<file path="config.mk">
export PLATFORM = sky130hd
export DESIGN_NAME = hex_message_scroller
export DESIGN_NICKNAME = d
export VERILOG_FILES = /design/src/rtl/hex_message_scroller.sv
export SDC_FILE = /design/constraint.sdc
export NUM_CORES = 1
export LEC_CHECK = 0
export CAP_MARGIN = 25
export CORE_MARGIN = 2
export CORE_UTILIZATION = 40
export CTS_CLUSTER_SIZE = 20
export DETAILED_ROUTE_END_ITERATION = 8
export PLACE_DENSITY = 0.69
export SETUP_SLACK_MARGIN = 0.02
export SLEW_MARGIN = 20
export SYNTH_ARGS = -nofsm -noshare
export SYNTH_HDL_FRONTEND = slang
export SYNTH_SLANG_ARGS = --single-unit
</file>
<file path="constraint.sdc">
create_clock -name clk -period 10.8 [get_ports clk]
set_clock_uncertainty 0.15 [all_clocks]
set_input_delay 1.08 -clock clk [delete_from_list [all_inputs] [get_ports clk]]
set_output_delay 1.08 -clock clk [all_outputs]
set_load 0.05 [all_outputs]
</file>
<file path="src/rtl/hex_message_scroller.sv">
// Scrolls one of eight fixed game messages right-to-left across the four
// rightmost seven-segment digits, emitting decoder character codes (36 = blank).
module hex_message_scroller #(
    parameter int TICK_DIV = 25_000_000
) (
    input  logic       clk,
    input  logic       reset,
    input  logic       start,
    input  logic [2:0] msg_sel,
    input  logic       repeat_en,
    input  logic       stop,
    output logic [6:0] hex3_code,
    output logic [6:0] hex2_code,
    output logic [6:0] hex1_code,
    output logic [6:0] hex0_code,
    output logic       busy,
    output logic       done
);

    localparam int CW = $clog2(TICK_DIV);
    localparam logic [CW-1:0] CNT_MAX = CW'(TICK_DIV - 1);
    localparam logic [6:0] BLANK = 7'd36;
    localparam logic [27:0] ALL_BLANK = {BLANK, BLANK, BLANK, BLANK};

    typedef enum logic [0:0] {ST_IDLE, ST_SCROLL} state_t;

    state_t        state_r;
    logic [2:0]    sel_r;
    logic [3:0]    pos_r;
    logic [CW-1:0] cnt_r;
    logic [3:0]    len_s;
    logic [3:0]    start_len_s;
    logic [27:0]   win_start_s;
    logic [27:0]   win_next_s;
    logic [27:0]   win_zero_s;

    function automatic logic [3:0] msg_len_f(input logic [2:0] sel);
        case (sel)
            3'd0:    return 4'd6;
            3'd1:    return 4'd6;
            3'd2:    return 4'd4;
            3'd3:    return 4'd3;
            3'd4:    return 4'd4;
            3'd5:    return 4'd4;
            3'd6:    return 4'd2;
            default: return 4'd0;
        endcase
    endfunction

    // Key is {message, character index} in octal: one digit each.
    function automatic logic [6:0] msg_code_f(input logic [2:0] sel, input logic [2:0] idx);
        case ({sel, idx})
            6'o00: return 7'd25;  6'o01: return 7'd21;  6'o02: return 7'd10;
            6'o03: return 7'd34;  6'o04: return 7'd14;  6'o05: return 7'd27;
            6'o10: return 7'd13;  6'o11: return 7'd14;  6'o12: return 7'd10;
            6'o13: return 7'd21;  6'o14: return 7'd14;  6'o15: return 7'd27;
            6'o20: return 7'd11;  6'o21: return 7'd30;  6'o22: return 7'd28;
            6'o23: return 7'd29;
            6'o30: return 7'd32;  6'o31: return 7'd18;  6'o32: return 7'd23;
            6'o40: return 7'd21;  6'o41: return 7'd24;  6'o42: return 7'd28;
            6'o43: return 7'd14;
            6'o50: return 7'd25;  6'o51: return 7'd30;  6'o52: return 7'd28;
            6'o53: return 7'd17;
            6'o60: return 7'd2;   6'o61: return 7'd1;
            default: return BLANK;
        endcase
    endfunction

    // Digit i shows character pos-3+i; anything left of or past the message is blank.
    function automatic logic [6:0] char_at_f(input logic [2:0] sel, input logic [3:0] pos,
                                             input logic [1:0] i);
        logic [4:0] k;
        logic [4:0] j;
        k = {1'b0, pos} + {3'b000, i};
        j = k - 5'd3;
        if (k < 5'd3) begin
            return BLANK;
        end else if (j >= {1'b0, msg_len_f(sel)}) begin
            return BLANK;
        end else begin
            return msg_code_f(sel, j[2:0]);
        end
    endfunction

    function automatic logic [27:0] window_f(input logic [2:0] sel, input logic [3:0] pos);
        return {char_at_f(sel, pos, 2'd0), char_at_f(sel, pos, 2'd1),
                char_at_f(sel, pos, 2'd2), char_at_f(sel, pos, 2'd3)};
    endfunction

    assign len_s       = msg_len_f(sel_r);
    assign start_len_s = msg_len_f(msg_sel);
    assign win_start_s = window_f(msg_sel, 4'd0);
    assign win_next_s  = window_f(sel_r, pos_r + 4'd1);
    assign win_zero_s  = window_f(sel_r, 4'd0);

    // Scroll state machine; every output is registered from the next window.
    always_ff @(posedge clk) begin
        if (reset || stop) begin
            state_r <= ST_IDLE;
            sel_r   <= reset ? 3'd0 : sel_r;
            pos_r   <= 4'd0;
            cnt_r   <= '0;
            busy    <= 1'b0;
            done    <= 1'b0;
            {hex3_code, hex2_code, hex1_code, hex0_code} <= ALL_BLANK;
        end else if (start) begin
            pos_r <= 4'd0;
            cnt_r <= '0;
            if (start_len_s == 4'd0) begin
                state_r <= ST_IDLE;
                busy    <= 1'b0;
                done    <= 1'b1;
                {hex3_code, hex2_code, hex1_code, hex0_code} <= ALL_BLANK;
            end else begin
                state_r <= ST_SCROLL;
                sel_r   <= msg_sel;
                busy    <= 1'b1;
                done    <= 1'b0;
                {hex3_code, hex2_code, hex1_code, hex0_code} <= win_start_s;
            end
        end else begin
            case (state_r)
                ST_SCROLL: begin
                    done <= 1'b0;
                    if (cnt_r == CNT_MAX) begin
                        cnt_r <= '0;
                        if (pos_r < len_s + 4'd2) begin
                            pos_r <= pos_r + 4'd1;
                            {hex3_code, hex2_code, hex1_code, hex0_code} <= win_next_s;
                        end else if (repeat_en) begin
                            pos_r <= 4'd0;
                            {hex3_code, hex2_code, hex1_code, hex0_code} <= win_zero_s;
                        end else begin
                            state_r <= ST_IDLE;
                            pos_r   <= 4'd0;
                            busy    <= 1'b0;
                            done    <= 1'b1;
                            {hex3_code, hex2_code, hex1_code, hex0_code} <= ALL_BLANK;
                        end
                    end else begin
                        cnt_r <= cnt_r + CW'(1);
                    end
                end
                default: begin
                    state_r <= ST_IDLE;
                    done    <= 1'b0;
                    busy    <= 1'b0;
                end
            endcase
        end
    end

endmodule

</file>
### After elaboration in Yosys (flattened, before gate mapping)

Memory sizes are Yosys's and may differ from the RTL's.
Cells that the tools add are included.

* word-level logic and storage cells: 121
* output and inout bits: 30
* bits in read-only memories: 1536
* bits in registers: 63
* memories kept: 4

Memories
* (name not given): words 64, bits a word 6, rd ports 1, clocked after memory_dff 0, wr ports 0, RTL line 52 `case ({sel, idx})`
* (name not given): words 64, bits a word 6, rd ports 1, clocked after memory_dff 0, wr ports 0, RTL line 52
* (name not given): words 64, bits a word 6, rd ports 1, clocked after memory_dff 0, wr ports 0, RTL line 52
* (name not given): words 64, bits a word 6, rd ports 1, clocked after memory_dff 0, wr ports 0, RTL line 52

* equality and inequality tests: 18
* $lt $le $gt $ge: 11
* reductions and logical operators: 18
* multiplexer cells: 50
* add/subtract/negate cells: 10

Operators by type and width (number)
* 7-bit 2-to-1 mux: 17
* 6-bit one-hot mux with 6 select lines: 2
* 25-bit by 1-bit adder with 25-bit output, second input constant: 1
* 25-bit equality test, second input constant: 1
* 25-bit 2-to-1 mux: 1
* 3-bit one-hot mux with 4 select lines: 2
* 5-bit by 4-bit greater-or-equal comparator with 1-bit output: 4
* 4-bit 2-to-1 mux: 5
* 3-bit equality test, second input constant: 6
* 1-bit 2-to-1 mux: 17
* 5-bit by 2-bit less-than comparator with 1-bit output, second input constant: 3
* 5-bit by 2-bit subtractor with 5-bit output, second input constant: 3
* 3-bit by 2-bit equality test with 1-bit output, second input constant: 4
* 3-bit 2-to-1 mux: 4
* 6-bit 2-to-1 mux: 2
* 4-bit by 2-bit adder with 5-bit output, second input constant: 2
* 2-bit OR reduction: 5
* 1-bit by 4-bit greater-or-equal comparator with 1-bit output, first input constant: 2
* 3-bit by 1-bit equality test with 1-bit output, second input constant: 2
* 3-bit logical NOT: 2
* 3-bit != test, second input constant: 2
* 3-bit AND reduction: 2
* 2-bit nonzero test: 3
* 3-bit OR reduction: 2
* other kinds (11): 13

### Depth between registers and ports, before layout

Gate-level depths: netlist (run 1).

* depth after elaboration: 11
* mapped depth: 16

### Worst setup path after synthesis (run 1)

No wires, ideal clock.

* path kind: register to register
* from: reg pos_r[0]
* to: reg hex1_code[1]
* required time: 10528 ps
* setup time: 122 ps
* cell stages (with the launch flop): 16
* slack: 6676 ps
* data arrival time: 3852 ps
* buffers on the path: 4
* clock period less this slack: 4124 ps
* cell sequence: dfxtp_1 > inv_1 > clkbuf_1 > ha_1 > clkbuf_1 > inv_1 > clkbuf_1 > ha_1 > inv_1 > ha_1 > clkbuf_1 > inv_1 > ha_1 > mux4_2 > a22oi_1 > o21ai_0

* longest elaborated chain between the ends: 7
* elaborated cells on any way between the ends: 10

Ends and longest elaborated chain
* from (decl): RTL line 29 `logic [3:0] pos_r;`
* from (signal assigned): RTL line 128 `pos_r <= pos_r + 4'd1;`
* 4-bit by 1-bit adder with 4-bit output: RTL line 93 `assign win_next_s = window_f(sel_r, pos_r + 4'd1);`
* 4-bit by 2-bit adder with 5-bit output: RTL line 74 `k = {1'b0, pos} + {3'b000, i};`
* 5-bit by 2-bit subtractor with 5-bit output: RTL line 75 `j = k - 5'd3;`
* memory read 64 x 6 bit or 5-bit by 4-bit greater-or-equal comparator with 1-bit output (tied branches)
* 7-bit 2-to-1 mux: RTL line 78 `end else if (j >= {1'b0, msg_len_f(sel)}) begin`
* 7-bit 2-to-1 mux: RTL line 76 `if (k < 5'd3) begin`
* 7-bit 2-to-1 mux (*): RTL line 127 `if (pos_r < len_s + 4'd2) begin`
* to (signal assigned): RTL line 119 `{hex3_code, hex2_code, hex1_code, hex0_code} <= win_start_s;`
* to (signal assigned): RTL line 129 `{hex3_code, hex2_code, hex1_code, hex0_code} <= win_next_s;`
* to (signal assigned): RTL line 132 `{hex3_code, hex2_code, hex1_code, hex0_code} <= win_zero_s;`
* to (decl): RTL line 14 `output logic [6:0] hex1_code,`

Every way passes the cells marked *; elsewhere a longest branch is shown, timed or not.
A chain may end at the register's enable or synchronous reset.

### Worst setup path after layout (run 1)

* from: reg pos_r[1]
* to: reg hex2_code[1]

* longest elaborated chain between the ends: 7
* elaborated cells on any way between the ends: 10

Ends and longest elaborated chain
* 4-bit by 1-bit adder with 4-bit output: RTL line 93
* 4-bit by 1-bit adder with 5-bit output: RTL line 74
* 5-bit by 2-bit subtractor with 5-bit output: RTL line 75
* memory read 64 x 6 bit or 5-bit by 4-bit greater-or-equal comparator with 1-bit output (tied branches)
* 7-bit 2-to-1 mux: RTL line 78
* 7-bit 2-to-1 mux: RTL line 76
* 7-bit 2-to-1 mux (*): RTL line 127
* to (signal assigned): RTL line 119
* to (signal assigned): RTL line 129
* to (signal assigned): RTL line 132
* to (decl): RTL line 13 `output logic [6:0] hex2_code,`

Marks and branches as above.

==> impl_metrics.toml, run 1 <==
[run_status]
status = "finished clean"

[layout]
fin_nets = 757
fin_area_um2 = 6010
layout.cells.non_filler = 882
areaGrowthSynthToFinish_pct = 12.0
fillerInstances = 1290
n_antenna_cell = 0
drive_gt1_share_pct = 6.09

[grt]
grt_pass1_wl_um = 25900
grt_max_degree = 73
grt_antenna_before_repair = 0
grt_use_total_pct = 22.5
grt_overflow = 0
grt_pass1_vias = 5005

[logic_synthesis]
synth_edf_count = 3
synth_cell_type_count = 79
avgSynthCellArea_um2 = 7.61
netlist_area_um2 = 5370
postSynthCellCount = 705
async_reset_ff_share_pct = 0
synth_most_common_cell = "nor2_1"
yosysWarnings = 0
synthTopCellsByArea = "dfxtp_1 21%, ha_1 11%, a21oi_1 6.4%"
synth_area_leader_cell = "dfxtp_1"
ys_top_cells_by_count = "74 x nor2_1, 69 x a21oi_1, 56 x dfxtp_1, 56 x nand2_1, 48 x ha_1"
synth_flop_cell = "dfxtp_1"
yosysSeqAreaShare_pct = 22.6
yosysTopAreaCellShare_pct = 20.9
ys_seq_elements = 59

[timing]
period_share_pct = 51.6
worstMarginPinSlew_ns = 0.980
totalNegativeSetupSlack_ns = 0
relSlewSlack_pct = 34.7
grt_setup_unrepaired = "no"
drv_slew = 0
hold_violations = 0
fmax_mhz = 180
setup_viol = 0
period_minus_slack_ns = 5.57
postLayoutSetupSlackWorst_ns = 5.23
fin_hold_ws_ns = 0.295

[route]
dr.pass1.iters = 8
top_layer_used = "met4"
ant_nets = 0
viasPerCell = 6.07
routed_wirelength_um = 15900
drtIter0Drc = 558
wl_met2_um = 7120
num_vias = 5350
met1_length_um = 7200
dr_wl_met3_um = 1070
wl_per_cell_um = 18.0
drc = 0

[die]
num_rows = 42
dieWidth_um = 120
dieArea_um2 = 14400
initial_core_util_pct = 40.7
coreArea_um2 = 13200
dieHeight_um = 120
ios = 38

[cts]
postCtsSetupRepairBufs = 0
htreeDepth = 3
clkTransAtPathRegs_ns = 0.05
cts_root_buffer = "clkbuf_16"
cts_buffers = 9
cts_sinks = 59
clock_path_buffers = 2
cts-hold-fix-buffers = 0
cts_resized = 0
cts_tree = "built"
clkLatencyLatePin_ns = 0.34

[placed_design]
place_inst = 865
dp_slack_ns = 5.32
gp_congestion = 0.946
dpl.hpwl_um = 10900
place_area_um2 = 5680
port_buffers = 33

[critical_path]
critPathRequiredTime_ns = 10.93
critPathLaunchType = "flop"
worst_path_max_delay_cell = "ha_1"
worstSetupPathType = "flop to flop"
rrSetupSlack_ns = 5.23
crit_family = "adder cells"
end_kind = "flop"
cp_common_cell = "ha_1"
cp_max_fo = 33
crit_arrival_ns = 5.70
cp_cell_sequence = "ha_1 -> inv_1 -> ha_1 -> ha_1 -> clkinv_1 -> ha_1 -> ha_1 -> a211o_1 -> a2111oi_4 -> a22o_1"
path_buf_inv = 2
r2r-start = "pos_r[1]"
reg2regPathDepth = 10
timing.rr.end = "hex2_code[1]"
cpPeakStageDelay_ns = 0.96

[pwr]
clockPowerShare_pct = 47.3
leakagePower_nw = 2.18
p_comb_share_pct = 18.8
vdd_drop_max_v = 0.0000668
internal_power_mw = 0.472
power.density_nw_per_um2 = 110
swShare_pct = 28.4
power.switching_mw = 0.187
p_seq_share_pct = 34.0

[worst_hold_path]
holdPathEnd = "hex3_code[0]"
hp-class = "flop to flop"
worstHoldStart = "hex3_code[0]"
hold_depth = 2

[flow_run]
maxCapViolCount = 0
-- worst register-to-register path, delay by kind of cell (launching register included) --
family,cells,cell delay [ns]
buf+inv,2,0.58
fa+ha+maj,5,3.07
flops,1,0.70
compound gates,3,1.03
-- layout make-up --
type	count	area, um^2	share of cell area [%]
clock buffers	11	243	4.04
clock inverters	5	76.3	1.27
inverters	30	113	1.87
multi-input cells	560	3750	62.5
flip-flops and latches	59	1210	20.2
well taps	176	220	3.67
repair buffers	41	390	6.50
-- routing by layer --
layer | up-vias | track usage, %
li1 | 2554 | -
met1 | 2535 | 31.5
met2 | 230 | 34.3
met3 | 31 | 3.80
met4 | 0 | 9.12
met5 | - | 0
-- worst max-delay path by stage --
stage / startpoint / endpoint / slack [ns] / depth (start not counted)
3_5_place_dp: pos_r[1] / hex2_code[5] / 5.32 / 10
4_1_cts: pos_r[1] / hex2_code[1] / 5.34 / 10
3_3_place_gp: pos_r[1] / hex2_code[2] / 5.59 / 10
2_1_floorplan: pos_r[0] / hex1_code[1] / 6.68 / 15
5_1_grt: pos_r[1] / hex2_code[2] / 4.77 / 10
6_report: pos_r[1] / hex2_code[1] / 5.23 / 10
-- registers in the layout (all words and copies together), names as in the netlist --
name / flops
hex0_code: 6
cnt_r: 25
state_r: 1
hex3_code: 6
hex1_code: 6
done: 1
busy: 1
pos_r: 4
sel_r: 3
hex2_code: 6
-- power groups by stage --
stage | Combinational (mW) | Clock (mW) | Sequential (mW)
after CTS | 0.122 | 0.317 | 0.224
after detailed placement | 0.121 | 0 | 0.228
after global routing | 0.136 | 0.327 | 0.224
after global placement | 0.119 | 0 | 0.228
after floorplan | 0.0889 | 0 | 0.232
final | 0.124 | 0.311 | 0.224
-- stage by stage --
stage | total power [mW] | util [%]
floorplan | 0.321 | -
global placement | 0.347 | 43.1
detailed placement | 0.349 | 43.1
CTS | 0.663 | 45.5
global route | 0.687 | 45.5
finish | 0.659 | 45.5
-- layout by cell type (no fill, tap or decap), types with 7 or more instances in the layout --
cell / instances
nor2b_1: 10
nor2_1: 74
nand3_1: 22
xnor2_1: 15
a22o_1: 7
a21o_1: 7
ha_1: 48
a31oi_1: 12
clkdlybuf4s50_1: 33
inv_1: 27
clkbuf_16: 9
nand3b_1: 7
dfxtp_1: 56
buf_4: 8
mux2i_1: 12
nor3_1: 14
xor2_1: 14
nand2_1: 56
a21oi_1: 69
o21ai_0: 46
o22ai_1: 13
nand2b_1: 14
-- cell families after synthesis --
logic type | count (synthesis) | synth area share (%)
buffers and inverters | 89 | 7.67
adder cells (fa/ha/maj) | 48 | 11.2
other | 1 | 0.0699
flip-flops | 59 | 22.6
XOR/XNOR | 30 | 5.15
AO/OA/AOI/OAI | 221 | 26.8
AND/OR/NAND/NOR | 241 | 23.3
multiplexers | 16 | 3.29
(Power assumes the default switching activity.)
==> inputs of run 2 (changes only) <==
--- a/config.mk
+++ b/config.mk
@@ -10,7 +10,7 @@
 export CORE_UTILIZATION = 40
 export CTS_CLUSTER_SIZE = 20
 export DETAILED_ROUTE_END_ITERATION = 8
-export PLACE_DENSITY = 0.69
+export PLACE_DENSITY = 0.71
 export SETUP_SLACK_MARGIN = 0.02
 export SLEW_MARGIN = 20
 export SYNTH_ARGS = -nofsm -noshare
==> constraint.sdc (replaced) <==
create_clock -name clk -period 4.55 [get_ports clk]
set_clock_uncertainty 0.15 [all_clocks]
set_input_delay 0.455 -clock clk [delete_from_list [all_inputs] [get_ports clk]]
set_output_delay 0.455 -clock clk [all_outputs]
set_load 0.05 [all_outputs]
==> run 2 against run 1 <==
Net effect:
- flip-flop and latch count is the same
- critical path depth grew 1
- sequential power grew 140%
- global-route usage shrank 0.96 points
- critical path type unchanged
- non-clock buffer count grew 8
- setup slack lost 4.7 ns
- worst hold slack gained 0.0058 ns
- via count shrank 2.6%
- sequential share of layout area shrank 0.15 points
- core utilization grew 0.33 points
==> impl_metrics.toml, run 2 (synthesized netlist as in run 1, its figures left out) <==
[pwr]
leakagePower_nw = 2.21
vdd_drop_max_v = 0.000170
power_mw = 1.53
power.density_nw_per_um2 = 253

[grt]
top_usage_layer = "met1"
grt_antenna_before_repair = 0
grt_overflow = 0
grt_pass1_wl_um = 24800
grt_util_met2_pct = 31.3
use_met1_pct = 31.4
grt_max_degree = 45
grt_pass1_vias = 4611
grt_use_met3_pct = 4.94
grt_use_total_pct = 21.6

[critical_path]
cp_cell_sequence = "ha_1 -> inv_1 -> ha_1 -> ha_1 -> buf_4 -> clkinv_1 -> ha_1 -> ha_1 -> a211o_1 -> a2111oi_4 -> a21oi_1"
end_kind = "flop"
cp_max_fo = 15
reg2regPathDepth = 11
critPathLaunchType = "flop"
worstSetupPathType = "flop to flop"
critPathRequiredTime_ns = 4.61
crit_arrival_ns = 4.13
cp_common_cell = "ha_1"
cpPeakStageDelay_ns = 0.64
worst_path_max_delay_cell = "ha_1"

[placed_design]
dpl.hpwl_um = 10400
gp_congestion = 0.940
port_buffers = 33

[timing]
period_share_pct = 89.4
grt_setup_unrepaired = "no"
setup_viol = 0
fin_hold_ws_ns = 0.301
fmax_mhz = 246
drv_slew = 0
worstMarginPinSlew_ns = 0.945
totalNegativeSetupSlack_ns = 0
relSlewSlack_pct = 36.8
hold_violations = 0
period_minus_slack_ns = 4.07

[flow_run]
maxCapViolCount = 0

[worst_hold_path]
hp-class = "flop to flop"
hold_depth = 2

[cts]
htreeDepth = 3
cts_root_buffer = "clkbuf_16"
clkTransAtPathRegs_ns = 0.07
postCtsSetupRepairBufs = 0
cts_resized = 0
cts-hold-fix-buffers = 0
clkLatencyLatePin_ns = 0.34
cts_buffers = 9
cts_sinks = 59
clock_path_buffers = 2
cts_tree = "built"

[route]
routed_wirelength_um = 15300
dr.pass1.iters = 6
ant_nets = 0
drtIter0Drc = 576
num_vias = 5210
wl_per_cell_um = 17.1
drc = 0
viasPerCell = 5.85

[run_status]
status = "finished clean"

[layout]
drive_gt1_share_pct = 7.42
final_common_cell = "nor2_1"
multi_input_area_um2 = 3750
fin_nets = 765
ff_latch_area_um2 = 1210
largest_reg_flops = 25
registers.top_by_ff_count = "cnt_r"
final_cell_mix = "74 x nor2_1, 69 x a21oi_1, 56 x nand2_1, 56 x dfxtp_1, 48 x ha_1"
areaGrowthSynthToFinish_pct = 12.8
fillerInstances = 1263
n_antenna_cell = 0

[die]
ios = 38
initial_core_util_pct = 40.7
dieHeight_um = 120
coreArea_um2 = 13200
num_rows = 42
dieArea_um2 = 14400
dieWidth_um = 120
run 2: path summary, 6_finish.rpt:
check | startpoint | to | slack [ns]
hold reg to reg | hex3_code[0] | hex3_code[0] | 0.30
setup reg to reg | pos_r[0] | hex2_code[5] | 0.48
setup / recovery | pos_r[0] | hex2_code[5] | 0.48
hold / removal | hex3_code[0] | hex3_code[0] | 0.30
run 2: routing by layer:
metal	up-vias	share of wire, %	wire length (um)
met5	-	0	0
met4	0	1.9	295
met3	22	8.6	1310
met2	239	43	6580
met1	2377	46	7070
li1	2572	-	-
run 2: area by class of cell:
| cell class | count | area share, % |
|---|---|---|
| Clock inverter | 7 | 1.28 |
| Multi-Input combinational cell | 560 | 62.0 |
| Clock buffer | 9 | 3.72 |
| Inverter | 30 | 1.86 |
| Timing Repair Buffer | 49 | 7.44 |
| Tap cell | 176 | 3.64 |
| Sequential cell | 59 | 20.0 |
run 2: critical path, delay by kind of cell (launching register included):
family | cells | cell delay [ns]
adder cells (fa/ha/maj) | 5 | 1.76
AO/OA/AOI/OAI | 3 | 0.95
buffers and inverters | 3 | 0.57
flip-flops | 1 | 0.50
run 2: per-stage QoR:
step / instance area, um^2 / setup slack [ns] / std cells / util [%]
floorplan: 5380 / 0.426 / 708 / -
finish: 6050 / 0.482 / 890 / 45.9
global placement: 5750 / 0.684 / 874 / 43.6
detailed placement: 5750 / 0.583 / 874 / 43.6
global route: 6050 / 0.220 / 890 / 45.9
CTS: 6050 / 0.567 / 890 / 45.9
run 2: where the power goes:
group | switching [mW] | internal (mW)
Clock | 0.281 | 0.428
Sequential | 0.00373 | 0.527
Combinational | 0.191 | 0.102
Total | 0.476 | 1.06
==> inputs of run 3 (changes only) <==
==> constraint.sdc (replaced) <==
create_clock -name clk -period 4.55 [get_ports clk]
set_clock_uncertainty 0.15 [all_clocks]
set_input_delay 0.455 -clock clk [delete_from_list [all_inputs] [get_ports clk]]
set_output_delay 0.455 -clock clk [all_outputs]
set_load 0.01 [all_outputs]
==> results of run 3 <==
The final DEF is identical to that of run 2. Status: finished clean.
Main changes from that run: total power 1.53 mW -> 1.52 mW
